### config.mk
export PLATFORM = sky130hd
export DESIGN_NAME = multicycle_control
export DESIGN_NICKNAME = d
export VERILOG_FILES = /design/src/rtl/multicycle_control.sv
export SDC_FILE = /design/constraint.sdc
export NUM_CORES = 1
export LEC_CHECK = 0
export CORE_ASPECT_RATIO = 0.6
export CORE_MARGIN = 5
export CORE_UTILIZATION = 29
export CTS_CLUSTER_SIZE = 24
export DETAILED_ROUTE_END_ITERATION = 12
export GPL_TIMING_DRIVEN = 0
export PLACE_DENSITY = 0.6
export SLEW_MARGIN = 20
export SYNTH_ARGS = -nofsm -noshare
export SYNTH_HDL_FRONTEND = slang
export SYNTH_SLANG_ARGS = --single-unit
### constraint.sdc
create_clock -name clk -period 3.7 [get_ports clk]
set_input_delay 0.74 -clock clk [delete_from_list [all_inputs] [get_ports clk]]
set_output_delay 0.74 -clock clk [all_outputs]
set_load 0.05 [all_outputs]
### src/rtl/multicycle_control.sv
// multicycle_control: FSM sequencing fetch/decode/execute/memory/writeback for a shared-ALU datapath
module multicycle_control #(
  parameter int WIDTH = 32,
  parameter int TIMEOUT = 255,
  parameter int STATUS_BR = 1
) (
  input  logic             clk,
  input  logic             reset,
  input  logic [WIDTH-1:0] instr,
  input  logic             mem_ready,
  input  logic             alu_zero,
  input  logic             st_z,
  input  logic             st_n,
  output logic             mem_req,
  output logic             mem_we,
  output logic             iord,
  output logic             ir_write,
  output logic             pc_write,
  output logic             reg_write,
  output logic             reg_dst,
  output logic             write_reg31,
  output logic             link,
  output logic             mem_to_reg,
  output logic             ext_op,
  output logic             alu_src_a,
  output logic [1:0]       alu_src_b,
  output logic [2:0]       alu_op,
  output logic [1:0]       pc_src,
  output logic [2:0]       state,
  output logic             illegal,
  output logic             timeout
);
  typedef enum logic [2:0] {FETCH, DECODE, EXEC, MEM, WB, FAULT} state_t;
  localparam logic [5:0] O_R = 6'h00, O_J = 6'h02, O_JAL = 6'h03, O_BEQ = 6'h04, O_BNE = 6'h05;
  localparam logic [5:0] O_ADDI = 6'h08, O_ANDI = 6'h0c, O_ORI = 6'h0d, O_LW = 6'h23, O_SW = 6'h2b;
  localparam logic [5:0] O_BZ = 6'h14, O_BN = 6'h15, O_BALZ = 6'h16, O_BALN = 6'h17;
  localparam logic [5:0] F_JR = 6'h08, F_JALR = 6'h09, F_ADD = 6'h20, F_SUB = 6'h22;
  localparam logic [5:0] F_AND = 6'h24, F_OR = 6'h25, F_SLT = 6'h2a;
  localparam logic [2:0] OP_ADD = 3'd0, OP_SUB = 3'd1, OP_AND = 3'd2, OP_OR = 3'd3, OP_SLT = 3'd4;
  localparam bit SB = STATUS_BR != 0;
  localparam int CW = TIMEOUT < 1 ? 1 : $clog2(TIMEOUT + 1);
  localparam logic [CW-1:0] LAST = CW'(TIMEOUT < 1 ? 0 : TIMEOUT - 1);
  state_t state_q, nxt;
  logic [CW-1:0] cnt;
  logic [5:0] op, fn;
  logic unused_ok;
  logic is_r, r_alu, is_jr, is_jalr, is_j, is_jal, is_beq, is_bne, is_addi, is_andi, is_ori;
  logic is_lw, is_sw, is_bz, is_bn, is_balz, is_baln, is_st, legal, taken, waiting, to_fault;
  logic [2:0] r_op;
  assign op = instr[WIDTH-1:WIDTH-6];
  assign fn = instr[5:0];
  assign unused_ok = ^instr[WIDTH-7:6];
  assign is_r = op == O_R;
  assign r_alu = is_r && (fn == F_ADD || fn == F_SUB || fn == F_AND || fn == F_OR || fn == F_SLT);
  assign is_jr = is_r && fn == F_JR;
  assign is_jalr = is_r && fn == F_JALR;
  assign is_j = op == O_J;
  assign is_jal = op == O_JAL;
  assign is_beq = op == O_BEQ;
  assign is_bne = op == O_BNE;
  assign is_addi = op == O_ADDI;
  assign is_andi = op == O_ANDI;
  assign is_ori = op == O_ORI;
  assign is_lw = op == O_LW;
  assign is_sw = op == O_SW;
  assign is_bz = SB && op == O_BZ;
  assign is_bn = SB && op == O_BN;
  assign is_balz = SB && op == O_BALZ;
  assign is_baln = SB && op == O_BALN;
  assign is_st = is_bz || is_bn || is_balz || is_baln;
  assign legal = r_alu || is_jr || is_jalr || is_j || is_jal || is_beq || is_bne || is_addi ||
                 is_andi || is_ori || is_lw || is_sw || is_st;
  assign taken = (is_bz || is_balz) ? st_z : st_n;
  assign r_op = fn == F_SUB ? OP_SUB : fn == F_AND ? OP_AND : fn == F_OR ? OP_OR :
                fn == F_SLT ? OP_SLT : OP_ADD;
  assign waiting = (state_q == FETCH || state_q == MEM) && !mem_ready;
  assign to_fault = TIMEOUT != 0 && waiting && cnt == LAST;
  assign state = state_q;
  // state register, memory wait counter and sticky fault causes
  always_ff @(posedge clk) begin
    if (reset) begin
      state_q <= FETCH;
      cnt <= '0;
      illegal <= 1'b0;
      timeout <= 1'b0;
    end else begin
      state_q <= nxt;
      cnt <= (waiting && nxt == state_q) ? cnt + 1'b1 : '0;
      illegal <= illegal || (state_q == DECODE && !legal);
      timeout <= timeout || to_fault;
    end
  end
  // next state and datapath controls, all strobes suppressed while reset is high
  always_comb begin
    nxt = state_q;
    {mem_req, mem_we, iord, ir_write, pc_write, reg_write, reg_dst} = '0;
    {write_reg31, link, mem_to_reg, ext_op, alu_src_a} = '0;
    alu_src_b = 2'b00;
    alu_op = OP_ADD;
    pc_src = 2'b00;
    case (state_q)
      FETCH: begin
        mem_req = 1'b1;
        alu_src_b = 2'b01;
        ir_write = mem_ready;
        pc_write = mem_ready;
        nxt = mem_ready ? DECODE : to_fault ? FAULT : FETCH;
      end
      DECODE: begin
        alu_src_b = 2'b11;
        ext_op = 1'b1;
        if (!legal) nxt = FAULT;
        else if (is_j || is_jal) begin
          pc_write = 1'b1;
          pc_src = 2'b10;
          {reg_write, write_reg31, link} = {3{is_jal}};
          nxt = FETCH;
        end else if (is_jr || is_jalr) begin
          pc_write = 1'b1;
          pc_src = 2'b11;
          {reg_write, link} = {2{is_jalr}};
          nxt = FETCH;
        end else nxt = EXEC;
      end
      EXEC: begin
        if (r_alu) begin
          alu_src_a = 1'b1;
          alu_op = r_op;
          nxt = WB;
        end else if (is_addi || is_andi || is_ori) begin
          alu_src_a = 1'b1;
          alu_src_b = 2'b10;
          ext_op = is_addi;
          alu_op = is_andi ? OP_AND : is_ori ? OP_OR : OP_ADD;
          nxt = WB;
        end else if (is_lw || is_sw) begin
          alu_src_a = 1'b1;
          alu_src_b = 2'b10;
          ext_op = 1'b1;
          nxt = MEM;
        end else if (is_beq || is_bne) begin
          alu_src_a = 1'b1;
          alu_op = OP_SUB;
          pc_src = 2'b01;
          pc_write = is_beq ? alu_zero : !alu_zero;
          nxt = FETCH;
        end else if (is_st) begin
          pc_src = 2'b01;
          pc_write = taken;
          {reg_write, write_reg31, link} = {3{taken && (is_balz || is_baln)}};
          nxt = FETCH;
        end else nxt = FETCH;
      end
      MEM: begin
        mem_req = 1'b1;
        iord = 1'b1;
        mem_we = is_sw;
        nxt = mem_ready ? (is_sw ? FETCH : WB) : to_fault ? FAULT : MEM;
      end
      WB: begin
        reg_write = 1'b1;
        reg_dst = !is_r;
        mem_to_reg = is_lw;
        nxt = FETCH;
      end
      default: nxt = FAULT;
    endcase
    if (reset) begin
      {mem_req, mem_we, iord, ir_write, pc_write, reg_write, reg_dst} = '0;
      {write_reg31, link, mem_to_reg, ext_op, alu_src_a} = '0;
      alu_src_b = 2'b00;
      alu_op = OP_ADD;
      pc_src = 2'b00;
    end
  end
endmodule

==> metrics.txt, run 1 <==
Post-synth EDFFs=0; syn_area_per_cell=7.007 µm²; max_cap viols=0; pwr dens=approximately 270 nW/µm²; CTS tree=yes; Simple-Gate Fraction of Synth Area=0.4241; Max Fclk=279.6 MHz; worst min path class=flip-flop to flip-flop; Clock transition at path regs=approximately 60 ps; Final #Nets=245; Clock Latency Late Sink=240 ps; initial core utilization=0.3029; clock sinks=13; Top FF cell, synth=dfxtp_1; global-route usage over all layers=0.1315; main combinational cell family by area after synthesis=simple AND/OR/NAND/NOR gates; routed length per instance=between 10 and 15 µm; M1 wire length=about 2100 µm; layout cells sized above 1=0.1324; synthesized flop and latch total=13; via/cell ratio=between 5 and 6; CTS root buf=clkbuf_8; DP Area=around 1600 µm²; Routed WL=3583 µm; initial drt markers=approximately 130; warnings from Yosys=0; register area share after synthesis=0.2321; skew final=~2.7 ps; WL met3=238 µm; compound-cell area share of the yosys netlist=0.1987; top cells by area, synth=dfxtp_1 23%, nor2_1 8.7%, a21oi_1 6.3%, nand4_1 5.0%, xor2_1 4.7%; number of antenna violations at the first check in global routing=0; async set or reset register ratio after synthesis=0; xor/xnor cell area share of the yosys netlist=0.05469; Fillers=387; most common cell in the netlist=nor2_1; hold violation total from the final report=0; crit path DAT=~2800 ps; Setup CP Type=primary input to primary output; Die ar.=5250 µm²; GPL Wtd Cong=slightly above 0.8; synth cell count leaders=26 x nor2_1, 14 x a21oi_1, 13 x dfxtp_1; vias in the first global route=1089; critical path endpoint category=primary output; post-route cell area=between 1500 and 2000 µm²; drt drc=0; met2 routed WL=1232 µm; count of input and output buffers=39; DP HPWL=2900 µm; die span in x=90.27 µm; synth-to-layout area growth=45.76%; max layer used=met4; diode count=0; Clock Path Buffers=2; maximum VDD drop=approximately 0.17 mV; CP Launch Type=primary input; pin count of the biggest net entering global routing=11; post-synth cell types=46; Mapped Cells=160; post-layout worst setup margin=between 100 and 150 ps; Row Count=17; Inserted Clock Buffers=3; IO Pins=between 60 and 70; post-place setup slack=-634.5 ps; via count=1296; Final ANT Viol Nets=0; GRT overflow=0; Synth Area in Adders=0.02232; RSZ-0062 raised after global routing=false; worst slew pin tran=772.7 ps; status=completed; Max FO, Critical Path=6; clock period minus worst slack=approximately 3600 ps; Lkg Pwr=0.6450 nW; Tcrit/Tclk final=0.9666; # H-tree levels=1; first-pass GRT wire length=around 5700 µm; post-layout util=0.4415; largest area contributor in the netlist=dfxtp_1; share of the synthesized area in the top cell type=0.2321; Worst slew margin=0.4837; Final setup viols=0; TritonRoute pass-1 iters=4; multiplexer share of the synthesized area=0.01004; Cell Area, Synth=roughly 1100 µm²; Slew Viols, Final=0; Die Span Y=58.16 µm; CP required=a little under 3000 ps; CORE AREA=about 3700 µm²; Mapped Nets=200
registers in the layout, indices dropped and copies added, names as in the netlist:
register	count
illegal	1
cnt	8
state	3
timeout	1
power by group:
part	switching [mW]	internal, mW	leakage (nW)
Combinational	0.104	0.0565	0.514
Clock	0.0512	0.0744	0.0255
Sequential	0.00670	0.146	0.105
placed cells by master, fill, tap and decap left out, types with 2 or more instances in the layout:
cell type         n
a41oi_1           2
nand4_1           9
o31ai_1           2
or3_1             3
o21ai_0           3
a21oi_1          13
inv_1             6
nand3_1           5
clkbuf_8          3
nor3_1            8
clkbuf_1          5
dlymetal6s2s_1    4
buf_2             4
clkbuf_2          4
xor2_1            6
nor2_1           26
and3_1            3
dlygate4sd2_1     3
nor2b_1           4
clkdlybuf4s50_1  23
dfxtp_1          13
nor3b_1           3
nand2_1          11
ha_1              2
a31oi_1           4
or2_2             3
clkdlybuf4s15_2   3
logic make-up after synthesis:
group / Yosys count
and+or+nand+nor: 88
AOI/OAI and AO/OA: 34
buffers and inverters: 15
DFF: 13
xor gates and xnor gates: 7
adders and majority gates: 2
muxes: 1
final timing paths:
kind / from / endpoint / slack [ps] / cells past startpoint
setup / recovery: instr[31] / alu_src_b[1] / 120 / 7
hold / removal: illegal / illegal / 470 / 2
setup reg to reg: state[0] / state[2] / 1890 / 5
hold reg to reg: illegal / illegal / 470 / 2
timing repair:
action | in CTS | in global routing
endpoints found under the setup margin | 12 | 13
hold buffers | 0 | 0
resized for setup | 35 | 17
pin swaps | 1 | 0
setup buffers | 1 | 0
stage by stage:
stage | setup TNS [ps] | total power [mW] | hold slack (ps) | std cells
5_1_grt | 0 | 0.4628 | 475.6 | 251
6_report | 0 | 0.4388 | 470.2 | 251
3_5_place_dp | -5403 | 0.3136 | 448.9 | 246
2_1_floorplan | 0 | 0.2517 | 452.8 | 160
4_1_cts | 0 | 0.4384 | 466.6 | 251
3_3_place_gp | -5554 | 0.3143 | 451.3 | 246
routing by layer:
| metal | up-vias | track usage |
|---|---|---|
| met5 | - | 0 |
| met4 | 0 | 0.01911 |
| met3 | 2 | 0.02724 |
| met2 | 46 | 0.1594 |
| met1 | 576 | 0.2249 |
| li1 | 672 | - |
worst max-delay path, stage by stage:
cell	delay (ps)
clkdlybuf4s50_1	640
nand3_1	150
nor3_1	390
or2_2	220
nand3_1	70
a21oi_1	220
clkdlybuf4s15_2	400
area by class of cell:
type | count | area, µm² | share of cell area
Timing Repair Buffer | 40 | 382.9 | 0.2343
Clock buffer | 3 | 41.29 | 0.02527
Tap cell | 47 | 58.81 | 0.03599
Buffer | 9 | 45.04 | 0.02757
Inverter | 6 | 22.52 | 0.01378
Multi-Input combinational cell | 132 | 818.3 | 0.5008
Clock inverter | 1 | 5.005 | 0.003063
Sequential cell | 13 | 260.3 | 0.1593
No activity file was read; power rests on OpenSTA's default activity.
==> run 2: changes to the inputs <==
- ABC_AREA: not set -> 1
- CTS_CLUSTER_SIZE: 24 -> not set
- HOLD_SLACK_MARGIN: not set -> 0.15
- PLACE_DENSITY: 0.6 -> 0.59
==> run 2 against run 1 <==
Compared with the run above: via count grew 3.3%; clock power is essentially flat; register-to-register slack improved by 70 ps; die area is 4.0% higher; utilization rose by 0.76 points; non-clock buffer count decreased by 6.
==> metrics.txt, run 2 <==
Clock transition at path regs=50 ps (was 60 ps); # H-tree levels=1 (unchanged); xor/xnor cell area share of the yosys netlist=0.05224 (was 0.05469); synth cell count leaders=37 x nand2_1, 32 x nor2_1, 28 x inv_1 (was 26 x nor2_1, 14 x a21oi_1, 13 x dfxtp_1); max_cap viols=0 (unchanged); Max Fclk=286.8 MHz (was 279.6 MHz); Mapped Nets=234 (was 200); syn_area_per_cell=6.050 µm² (was 7.007 µm²); Final #Nets=280 (was 245); synthesized flop and latch total=13 (unchanged); clock period minus worst slack=3487 ps (was 3576 ps); via/cell ratio=4.682 (was 5.163); Simple-Gate Fraction of Synth Area=0.4808 (was 0.4241); status=completed (unchanged); setup bufs post-CTS=0 (was 1); async set or reset register ratio after synthesis=0 (unchanged); compound-cell area share of the yosys netlist=0.1055 (was 0.1987); Cell Area, Synth=1174 µm² (was 1121 µm²); WL met3=325 µm (was 238 µm); final setup TNS=0 ps (unchanged); Mapped Cells=194 (was 160); share of the synthesized area in the top cell type=0.2217 (was 0.2321); Slew Viols, Final=0 (unchanged); GRT overflow=0 (unchanged); drt drc=0 (unchanged); Inserted Clock Buffers=3 (unchanged); pin count of the biggest net entering global routing=11 (unchanged); Routed WL=3523 µm (was 3583 µm); skew final=2.696 ps (was 2.716 ps); IO Pins=62 (unchanged); clock share of power=0.281 (was 0.286); combinational share of power=0.375 (was 0.366); vias in the first global route=1176 (was 1089); CP Launch Type=primary input (unchanged); Post-synth EDFFs=0 (unchanged); TritonRoute pass-1 iters=4 (unchanged); Int Pwr=0.2808 mW (was 0.2768 mW); Final ANT Viol Nets=0 (unchanged); switching share of power=0.3714 (was 0.3692); Die Span Y=59.28 µm (was 58.16 µm); number of antenna violations at the first check in global routing=0 (unchanged); Tcrit/Tclk final=0.9425 (was 0.9666); Fillers=392 (was 387); max reg flops=8 (unchanged); Design Power=0.4467 mW (was 0.4388 mW); CP required=2960 ps (about the same); fin cells=286 (was 251); clock sinks=13 (unchanged); worst slew pin tran=525.3 ps (was 772.7 ps); Row Count=17 (unchanged); most common cell in the netlist=nand2_1 (was nor2_1); DP HPWL=2984 µm (was 2900 µm); Top FF cell, synth=dfxtp_1 (unchanged); max layer used=met4 (unchanged); CORE AREA=3786 µm² (was 3701 µm²); synth-to-layout area growth=44.88% (was 45.76%); register area share after synthesis=0.2217 (was 0.2321); met2 routed WL=1146 µm (was 1232 µm); top cells by area, synth=dfxtp_1 22%, nand2_1 12%, nor2_1 10%, inv_1 9.0%, nor2_2 6.4% (was dfxtp_1 23%, nor2_1 8.7%, a21oi_1 6.3%, nand4_1 5.0%, xor2_1 4.7%); count of input and output buffers=41 (was 39); Die ar.=5461 µm² (was 5250 µm²); Flop pwr share=0.345 (was 0.348); critical path endpoint category=primary output (unchanged); Placed Instances=282 (was 246); global-route usage over all layers=0.1368 (was 0.1315); hold violation total from the final report=0 (unchanged); GPL Wtd Cong=0.8396 (was 0.8297); CTS root buf=clkbuf_8 (unchanged); layout cells sized above 1=0.1297 (was 0.1324); total net switching power=0.1659 mW (was 0.1620 mW); Lkg Pwr=0.8606 nW (was 0.6450 nW); multiplexer share of the synthesized area=0.009595 (was 0.01004); pwr dens=262.7 nW/µm² (was 268.5 nW/µm²); largest area contributor in the netlist=dfxtp_1 (unchanged); Setup CP Type=primary input to primary output (unchanged); post-synth cell types=30 (was 46); CTS tree=yes (unchanged); initial drt markers=84 (was 133); Final setup viols=0 (unchanged); Clock Path Buffers=2 (unchanged); most common cell after layout, fill and taps aside=nand2_1 (was nor2_1); worst min path class=flip-flop to flip-flop (unchanged); maximum VDD drop=0.1182 mV (was 0.1671 mV); via count=1339 (was 1296); routed length per instance=12.32 µm (was 14.27 µm); Synth Area in Adders=0.02132 (was 0.02232); first-pass GRT wire length=5913 µm (was 5651 µm); Clock Latency Late Sink=240 ps (about the same); Hold Slack=446.3 ps (was 470.2 ps); die span in x=92.13 µm (was 90.27 µm); diode count=0 (unchanged); M1 wire length=2031 µm (was 2096 µm); commonest cells after routing, fill and taps aside=37 x nand2_1, 32 x nor2_1, 29 x clkdlybuf4s50_1 (was 26 x nor2_1, 23 x clkdlybuf4s50_1, 13 x a21oi_1, 13 x dfxtp_1, 11 x nand2_1); crit path DAT=2750 ps (was 2840 ps); initial core utilization=0.3100 (was 0.3029); warnings from Yosys=0 (unchanged); Most flops, register=cnt (unchanged); RSZ-0062 raised after global routing=false (unchanged); Worst slew margin=0.6492 (was 0.4837); Max FO, Critical Path=4 (was 6); main combinational cell family by area after synthesis=simple AND/OR/NAND/NOR gates (unchanged)
[run 2: cell count changes after synthesis, moves of 6 or more]
| cell | before | now |
|---|---|---|
| clkbuf_1 | 7 | 1 |
| nand3_1 | 5 | 14 |
| nor2_2 | 0 | 12 |
| nand4_1 | 9 | 3 |
| inv_1 | 6 | 28 |
| nand2_1 | 11 | 37 |
| nor2_1 | 26 | 32 |
[run 2: kinds of logic after synthesis]
family	Yosys count
simple gates	115
mux	1
flops	13
buf+inv	34
compound gates	22
xor+xnor	7
fa+ha+maj	2
[run 2: timing repair]
| action | in CTS | in global routing |
|---|---|---|
| gates resized for setup | 5 | 8 |
| hold buffers | 0 | 0 |
| pin swaps | 0 | 0 |
| endpoints found under the setup margin | 5 | 9 |
[run 2: layout make-up]
| cell class | instances | area [µm²] | share of cell area |
|---|---|---|---|
| Buffer | 2 | 8.758 | 0.005151 |
| Tap cell | 47 | 58.81 | 0.03458 |
| Sequential cell | 13 | 260.3 | 0.1531 |
| Inverter | 32 | 120.1 | 0.07064 |
| Clock buffer | 4 | 45.04 | 0.02649 |
| Multi-Input combinational cell | 147 | 785.8 | 0.4621 |
| Timing Repair Buffer | 41 | 421.7 | 0.2480 |
[run 2: path summary, 6_finish.rpt]
path / from / endpoint / slack (ps) / cells after the start
worst max register to register: state[0] / cnt[0] / 1960 / 9
worst min-delay path: illegal / illegal / 450 / 2
worst min register to register: illegal / illegal / 450 / 2
worst max-delay path: instr[28] / reg_write / 210 / 8
[run 2: routing by layer]
layer | vias up | track usage
li1 | 710 | -
met5 | - | 0
met3 | 2 | 0.03934
met1 | 579 | 0.2333
met4 | 0 | 0.02537
met2 | 48 | 0.1535
[run 2: worst max-delay path, stage by stage]
cell,delay (ps)
clkdlybuf4s50_1,530
nand2_1,110
nor2_1,230
nand2_1,110
nor3_1,190
inv_1,110
a31oi_1,160
dlygate4sd2_1,560
[run 2: stage by stage]
stage | util | area [µm²] | setup WS (ps)
6_report | 0.4491 | 1700 | 212.7
5_1_grt | 0.4491 | 1700 | 80.95
4_1_cts | 0.4442 | 1682 | 31.99
3_5_place_dp | 0.4339 | 1643 | -22.69
3_3_place_gp | 0.4339 | 1643 | -49.49
2_1_floorplan | - | 1174 | 519.5
[run 2: power groups by stage]
stage	registers (mW)	clock network, mW	logic, mW
after detailed placement	0.157	0	0.168
after CTS	0.154	0.132	0.167
final	0.154	0.125	0.167
after global placement	0.157	0	0.168
after global routing	0.155	0.141	0.181
after floorplan	0.170	0	0.0936
